==> config.mk <==
export PLATFORM = sky130hd
export DESIGN_NAME = pattern_trigger_flat
export DESIGN_NICKNAME = d
export VERILOG_FILES = /design/src/rtl/drum_pkg.sv /design/src/rtl/pattern_trigger_if.sv /design/src/rtl/trig_pulse.sv /design/src/rtl/pattern_trigger.sv /design/src/flat_wrapper.sv
export SDC_FILE = /design/constraint.sdc
export NUM_CORES = 1
export LEC_CHECK = 0
export CORE_ASPECT_RATIO = 1.4
export CORE_MARGIN = 5
export CORE_UTILIZATION = 40
export DETAILED_ROUTE_END_ITERATION = 6
export GPL_TIMING_DRIVEN = 0
export PLACE_DENSITY_LB_ADDON = 0.2
export SETUP_SLACK_MARGIN = 0.4
export SLEW_MARGIN = 40
export SYNTH_ARGS = -nofsm -noshare
export SYNTH_HDL_FRONTEND = slang
export SYNTH_SLANG_ARGS = --single-unit
==> constraint.sdc <==
create_clock -name clk -period 2.65 [get_ports clk]
set_input_delay 0.53 -clock clk [delete_from_list [all_inputs] [get_ports clk]]
set_output_delay 0.53 -clock clk [all_outputs]
set_load 0.05 [all_outputs]
==> src/rtl/drum_pkg.sv <==
// Shared types and helpers for the drum pattern blocks.
//   step_oh_t  : one-hot step position, bit 7 = step 0 ... bit 0 = step 7
//   step_idx_t : binary step index 0..7
//   RESET_STEP : step position assumed out of reset (step 0)
package drum_pkg;
  localparam int N_STEPS = 8;

  typedef logic [N_STEPS-1:0] step_oh_t;
  typedef logic [2:0]         step_idx_t;

  localparam step_oh_t RESET_STEP = 8'b1000_0000;

  function automatic logic is_onehot(input step_oh_t s);
    return (s != '0) && ((s & (s - 8'd1)) == '0);
  endfunction

  // Bit position p maps to step 7-p (MSB is step 0).
  function automatic step_idx_t onehot_to_idx(input step_oh_t s);
    step_idx_t r;
    r = '0;
    for (int i = 0; i < N_STEPS; i++)
      if (s[i]) r = step_idx_t'(N_STEPS - 1 - i);
    return r;
  endfunction
endpackage

==> src/rtl/pattern_trigger_if.sv <==
// Bus between the control side (sequencer/UI) and pattern_trigger.
//   master : drives seq_in, play, voice_sel, edit_tgl, clr; sees trig/step_idx/pat_leds
//   slave  : the pattern_trigger block
interface pattern_trigger_if #(
  parameter int N_VOICES = 4
);
  import drum_pkg::*;

  step_oh_t              seq_in;
  logic                  play;
  logic [2:0]            voice_sel;
  logic                  edit_tgl;
  logic                  clr;
  logic [N_VOICES-1:0]   trig;
  step_idx_t             step_idx;
  step_oh_t              pat_leds;

  modport master (
    output seq_in, play, voice_sel, edit_tgl, clr,
    input  trig, step_idx, pat_leds
  );

  modport slave (
    input  seq_in, play, voice_sel, edit_tgl, clr,
    output trig, step_idx, pat_leds
  );
endinterface

==> src/rtl/trig_pulse.sv <==
// Fixed-length trigger pulse generator for one voice.
//   clk, rst : clock, synchronous active-low reset
//   fire     : start (or restart) a pulse this cycle
//   trig     : registered pulse, high for exactly TRIG_LEN cycles after the last fire
module trig_pulse #(
  parameter int TRIG_LEN = 16
) (
  input  logic clk,
  input  logic rst,
  input  logic fire,
  output logic trig
);
  localparam int CW = $clog2(TRIG_LEN + 1);
  localparam logic [CW-1:0] LOAD = CW'(TRIG_LEN);

  typedef enum logic {IDLE, FIRE} state_t;

  state_t        state;
  logic [CW-1:0] cnt;

  always_ff @(posedge clk) begin
    if (!rst) begin
      state <= IDLE;
      cnt   <= '0;
      trig  <= 1'b0;
    end else begin
      case (state)
        IDLE: if (fire) begin
          state <= FIRE;
          cnt   <= LOAD;
          trig  <= 1'b1;
        end
        FIRE: begin
          // A re-fire reloads the count so overlapping pulses merge without a gap.
          if (fire) begin
            cnt <= LOAD;
          end else if (cnt == CW'(1)) begin
            state <= IDLE;
            cnt   <= '0;
            trig  <= 1'b0;
          end else begin
            cnt <= cnt - CW'(1);
          end
        end
        default: begin
          state <= IDLE;
          cnt   <= '0;
          trig  <= 1'b0;
        end
      endcase
    end
  end
endmodule

==> src/rtl/pattern_trigger.sv <==
// Per-voice 8-step pattern store and trigger generator.
//   clk, rst : clock, synchronous active-low reset
//   bus      : seq_in/play/voice_sel/edit_tgl/clr in; trig/step_idx/pat_leds out
// Patterns are stored in seq_in bit order so a step lookup is a mask with seq_in.
module pattern_trigger
  import drum_pkg::*;
#(
  parameter int N_VOICES = 4,
  parameter int TRIG_LEN = 16
) (
  input  logic               clk,
  input  logic               rst,
  pattern_trigger_if.slave   bus
);
  step_oh_t                           seq_q;
  logic                               play_q;
  step_idx_t                          step_idx;
  step_oh_t                           pat_leds;
  logic [N_VOICES-1:0][N_STEPS-1:0]   pattern, pattern_nxt;
  logic [N_VOICES-1:0]                fire, trig;
  logic                               valid, step_event, edit_ok;
  step_oh_t                           leds_nxt;

  assign valid      = is_onehot(bus.seq_in);
  // Play rising edge re-fires the current step even when seq_in is unchanged.
  assign step_event = valid & bus.play & ((bus.seq_in != seq_q) | ~play_q);
  assign edit_ok    = bus.edit_tgl & valid;

  // Trigger decision uses the stored pattern, i.e. before any same-cycle edit/clear.
  always_comb begin
    fire = '0;
    for (int v = 0; v < N_VOICES; v++)
      fire[v] = step_event & (|(pattern[v] & bus.seq_in));
  end

  always_comb begin
    pattern_nxt = pattern;
    if (bus.clr) begin
      pattern_nxt = '0;
    end else begin
      for (int v = 0; v < N_VOICES; v++)
        if (edit_ok && bus.voice_sel == 3'(v))
          pattern_nxt[v] = pattern[v] ^ bus.seq_in;
    end
  end

  // LEDs follow the post-edit pattern so an edit shows up one cycle later.
  always_comb begin
    leds_nxt = '0;
    for (int v = 0; v < N_VOICES; v++)
      if (bus.voice_sel == 3'(v)) leds_nxt = pattern_nxt[v];
  end

  always_ff @(posedge clk) begin
    if (!rst) begin
      seq_q    <= RESET_STEP;
      play_q   <= 1'b0;
      step_idx <= '0;
      pattern  <= '0;
      pat_leds <= '0;
    end else begin
      play_q   <= bus.play;
      pattern  <= pattern_nxt;
      pat_leds <= leds_nxt;
      if (valid) begin
        seq_q    <= bus.seq_in;
        step_idx <= onehot_to_idx(bus.seq_in);
      end
    end
  end

  for (genvar v = 0; v < N_VOICES; v++) begin : g_voice
    trig_pulse #(.TRIG_LEN(TRIG_LEN)) u_pulse (
      .clk  (clk),
      .rst  (rst),
      .fire (fire[v]),
      .trig (trig[v])
    );
  end

  assign bus.trig     = trig;
  assign bus.step_idx = step_idx;
  assign bus.pat_leds = pat_leds;
endmodule

==> src/flat_wrapper.sv <==
// flat-port wrapper written by rule: the top's interface ports become plain ports
module pattern_trigger_flat import drum_pkg::*;
#(
  parameter int N_VOICES = 4,
  parameter int TRIG_LEN = 16
)
  (clk, rst, bus_seq_in, bus_play, bus_voice_sel, bus_edit_tgl, bus_clr, bus_trig, bus_step_idx, bus_pat_leds);
  pattern_trigger_if #(.N_VOICES(N_VOICES)) bus_i ();
  input  logic clk;
  input  logic rst;
  input wire logic [$bits(bus_i.seq_in)-1:0] bus_seq_in;
  input wire logic [$bits(bus_i.play)-1:0] bus_play;
  input wire logic [$bits(bus_i.voice_sel)-1:0] bus_voice_sel;
  input wire logic [$bits(bus_i.edit_tgl)-1:0] bus_edit_tgl;
  input wire logic [$bits(bus_i.clr)-1:0] bus_clr;
  output wire logic [$bits(bus_i.trig)-1:0] bus_trig;
  output wire logic [$bits(bus_i.step_idx)-1:0] bus_step_idx;
  output wire logic [$bits(bus_i.pat_leds)-1:0] bus_pat_leds;
  assign bus_i.seq_in = bus_seq_in;
  assign bus_i.play = bus_play;
  assign bus_i.voice_sel = bus_voice_sel;
  assign bus_i.edit_tgl = bus_edit_tgl;
  assign bus_i.clr = bus_clr;
  assign bus_trig = bus_i.trig;
  assign bus_step_idx = bus_i.step_idx;
  assign bus_pat_leds = bus_i.pat_leds;
  pattern_trigger #(.N_VOICES(N_VOICES), .TRIG_LEN(TRIG_LEN)) u_core (.clk(clk), .rst(rst), .bus(bus_i));
endmodule
==> reports/summary.txt <==
clock sinks: 80
Critical Setup Path Class: in -> reg
total instance count after detailed placement: 663
sequential share of the synthesized area: 35.5%
vias per cell: 5.42
number of hold-slack violations in the final timing report: 0
maximum fanout along the worst path: 7
combinational fraction of design power: 8.1%
global-route wire length before repair: 18100 microns
antenna violations before repair: 0
buffers from clock root to sink, at most: 2
total internal power: 2.10 mW
Final min period: 2.24 ns
logic depth of the worst path, buffers included: 10
share of the clock period used by the worst path: 84.4%
worst hold path cell count: 2
sequential share of power: 44.6%
relative contribution of the clock network to total power: 47.3%
endpoint required time on the critical path: 2.86 ns
worst path bufs/invs: 4
Syn Area/Cell: 9.21 sq um
H-tree depth reported by CTS: 3
Final ANT Viol Nets: 0
largest incremental delay on the critical path: 0.34 ns
# DRC: 0
number of enable flip-flop cells after synthesis: 0
Overflow after GRT: 0
worst skew pair latency: 0.34 ns
power per standard cell area: 492 nW/um^2
Routability Congestion: 0.888
max_slew headroom: 59.6%
Synth Warn #: 0
cell with the largest stage delay on the worst path: sky130_fd_sc_hd__nor4_4
commonest non-fill, non-tap cells in the layout: 80 x sky130_fd_sc_hd__dfxtp_1, 51 x sky130_fd_sc_hd__nor2_1, 46 x sky130_fd_sc_hd__mux2i_1
proportion of layout cells with a drive suffix above 1: 15.7%
maximum achievable frequency: 447 MHz
Layout Cells excl Fill: 684
routed length per instance: 16.4 microns
TritonCTS Buffers: 9
DRC marker count from the first detailed-route iteration: 100
std cell rows: 46
Crit. End Element: flip-flop
Synth Register Bits: 80
Hold/Removal Path Class: reg -> reg
antenna diode count: 0
leading register cell type out of synthesis: sky130_fd_sc_hd__dfxtp_1
clock-pin slew reported for the worst setup and hold paths after clock tree synthesis: 0.06 ns
sort of element at the start of the critical path: input pin
Die Y-Extent: 136 microns
total count of max-transition violations in the final report: 0
critical path arrival: 2.45 ns
LEAKAGE: 2.27 nW
max cap viols: 0
Post-Route WL: 11200 microns
die outline area: 13500 sq um
vias: 3710
sw power: 0.616 mW
Boundary Pins: 31
kind of cell with the highest combined delay on the critical path: compound AO/OA/AOI/OAI gates
total of endpoints with negative setup slack in the final report: 0
total iterations of the first detailed-routing run: 6
Chip Width: 99.8 microns
IO buf count: 29
fraction of registers with async set/reset: 0%
final instance area: 5510 sq um
Total Power: 2.71 mW
switching fraction of total power: 22.7%
placement-stage cell area: 4990 sq um
nets in the synthesized netlist: 546
Post-layout nets: 592
worst vdd rail ir drop: 303 uV
synthesized area: 4510 sq um
cell depth of the worst flop-to-flop path: 6
clock tree root buffer cell: sky130_fd_sc_hd__clkbuf_16
post-synth cell types: 54
via count of the first global-routing pass: 3743
maximum number of pins on one net before global-route repair: 13
hpwl dp: 8450 microns
All-Layer GR Usage: 17.1%
TritonCTS clock tree: yes
count of mapped cells out of synthesis: 490
core area: 11200 sq um
synthesis-to-layout area growth: 22.0%
Tightest Pin Transition: 0.598 ns
outcome: finished, final reports clean
most frequent standard cell in the layout excluding fill and tap cells: sky130_fd_sc_hd__dfxtp_1
RSZ-0062 raised after global routing: false
worst-case clock skew: 0.00537 ns
initial cell density of the core: 40.2%
cell chain of the critical path: buf_2 -> buf_6 -> nor4_4 -> o31ai_1 -> o211a_4 -> buf_12 -> buf_16 -> a221o_1 -> a21oi_1 -> a22oi_1
[worst reg2reg max path: cells and delay by family, from the launching register on]
kind                     cells  cell delay [ns]
AND/OR/NAND/NOR              3             0.89
AO/OA/AOI/OAI                2             0.44
adder cells (fa/ha/maj)      1             0.18
flip-flops                   1             0.32
[stage by stage]
stage	worst slack, ns	setup TNS [ns]	util (%)	hold slack [ns]
2_1_floorplan	0.419	0	-	0.451
3_5_place_dp	-0.660	-27.19	44.5	0.463
6_report	0.413	0	49.1	0.464
3_3_place_gp	-0.615	-24.75	44.5	0.448
4_1_cts	0.410	0	48.5	0.469
5_1_grt	0.399	0	49.1	0.495
[metal layers]
metal	part of all wire (%)	wire, microns	vias to the layer above	track usage, %
met5	0	0	-	0
met4	2.7	302	0	6.15
met3	3.3	371	26	3.35
met2	51	5760	74	31.3
met1	43	4770	1742	19.4
li1	-	-	1868	-
[power by group through the flow]
stage          Clock, mW  Combinational [mW]  Sequential [mW]
3_3_place_gp           0               0.196             1.24
6_report            1.28               0.221             1.21
4_1_cts             1.32               0.213             1.21
2_1_floorplan          0               0.113             1.24
5_1_grt             1.37               0.238             1.21
3_5_place_dp           0               0.197             1.24
[cell type report]
class,count,area [sq um]
buffer,32,258
clock buffer,13,270
multi-input combinational,365,2780
tap,144,180
timing repair buffer,35,330
fill,1062,5720
inverter,13,48.8
clock inverter,2,37.5
sequential,80,1600
[kinds of logic after synthesis]
kind of cell	synth area share, %
AOI/OAI and AO/OA	13.8
buffers and inverters	4.82
muxes	14.0
adders and majority gates	11.3
xor gates and xnor gates	1.75
DFF	35.5
and+or+nand+nor	18.8
[final timing paths]
path | start | end | slack (ns)
max reg2reg | u_core.pattern[12] | u_core.g_voice[1].u_pulse.cnt[1] | 0.73
min reg2reg | u_core.bus.step_idx[0] | u_core.bus.step_idx[0] | 0.46
min | u_core.bus.step_idx[0] | u_core.bus.step_idx[0] | 0.46
max | bus_seq_in[3] | u_core.bus.pat_leds[3] | 0.41
[repair_timing]
item                                    in CTS  in global routing
gates cloned                                 1                  0
pin swaps                                    3                  9
buffers inserted                             2                  3
resized for setup                           72                 16
hold buffers                                 0                  0
endpoints found under the setup margin      78                 20
[synth_stat cells (3+ instances only)]
master | count | area, sq um
sky130_fd_sc_hd__dfxtp_1 | 80 | 1600
sky130_fd_sc_hd__nor2_1 | 51 | 191
sky130_fd_sc_hd__mux2i_1 | 46 | 460
sky130_fd_sc_hd__ha_1 | 40 | 500
sky130_fd_sc_hd__nand2_1 | 34 | 128
sky130_fd_sc_hd__a21oi_1 | 27 | 135
sky130_fd_sc_hd__clkbuf_1 | 16 | 60.1
sky130_fd_sc_hd__nor3_1 | 16 | 80.1
sky130_fd_sc_hd__a21boi_0 | 14 | 105
sky130_fd_sc_hd__mux2_2 | 14 | 158
sky130_fd_sc_hd__inv_1 | 13 | 48.8
sky130_fd_sc_hd__nand3_1 | 12 | 60.1
sky130_fd_sc_hd__nor2b_1 | 11 | 68.8
sky130_fd_sc_hd__nor4_1 | 11 | 68.8
sky130_fd_sc_hd__a211oi_1 | 9 | 67.6
sky130_fd_sc_hd__xor2_1 | 8 | 70.1
sky130_fd_sc_hd__buf_4 | 7 | 52.6
sky130_fd_sc_hd__buf_2 | 6 | 30.0
sky130_fd_sc_hd__nand2b_1 | 6 | 37.5
sky130_fd_sc_hd__nand4_1 | 6 | 37.5
sky130_fd_sc_hd__a22oi_1 | 5 | 37.5
sky130_fd_sc_hd__o211a_1 | 4 | 40.0
sky130_fd_sc_hd__or3_1 | 4 | 25.0
sky130_fd_sc_hd__or4b_2 | 4 | 40.0
sky130_fd_sc_hd__and3_1 | 3 | 18.8
sky130_fd_sc_hd__o21a_1 | 3 | 22.5
sky130_fd_sc_hd__o22ai_1 | 3 | 18.8
[flip-flops by register name (all words and copies together), names as in the netlist]
signal and cells:
u_core.pattern 32, u_core.seq_q 8, u_core.bus.pat_leds 8, u_core.g_voice.u_pulse.cnt 20, u_core.bus.step_idx 3, u_core.g_voice.u_pulse.trig 4
u_core.g_voice.u_pulse.state 4, u_core.play_q 1
No activity file was read; power rests on OpenSTA's default activity.
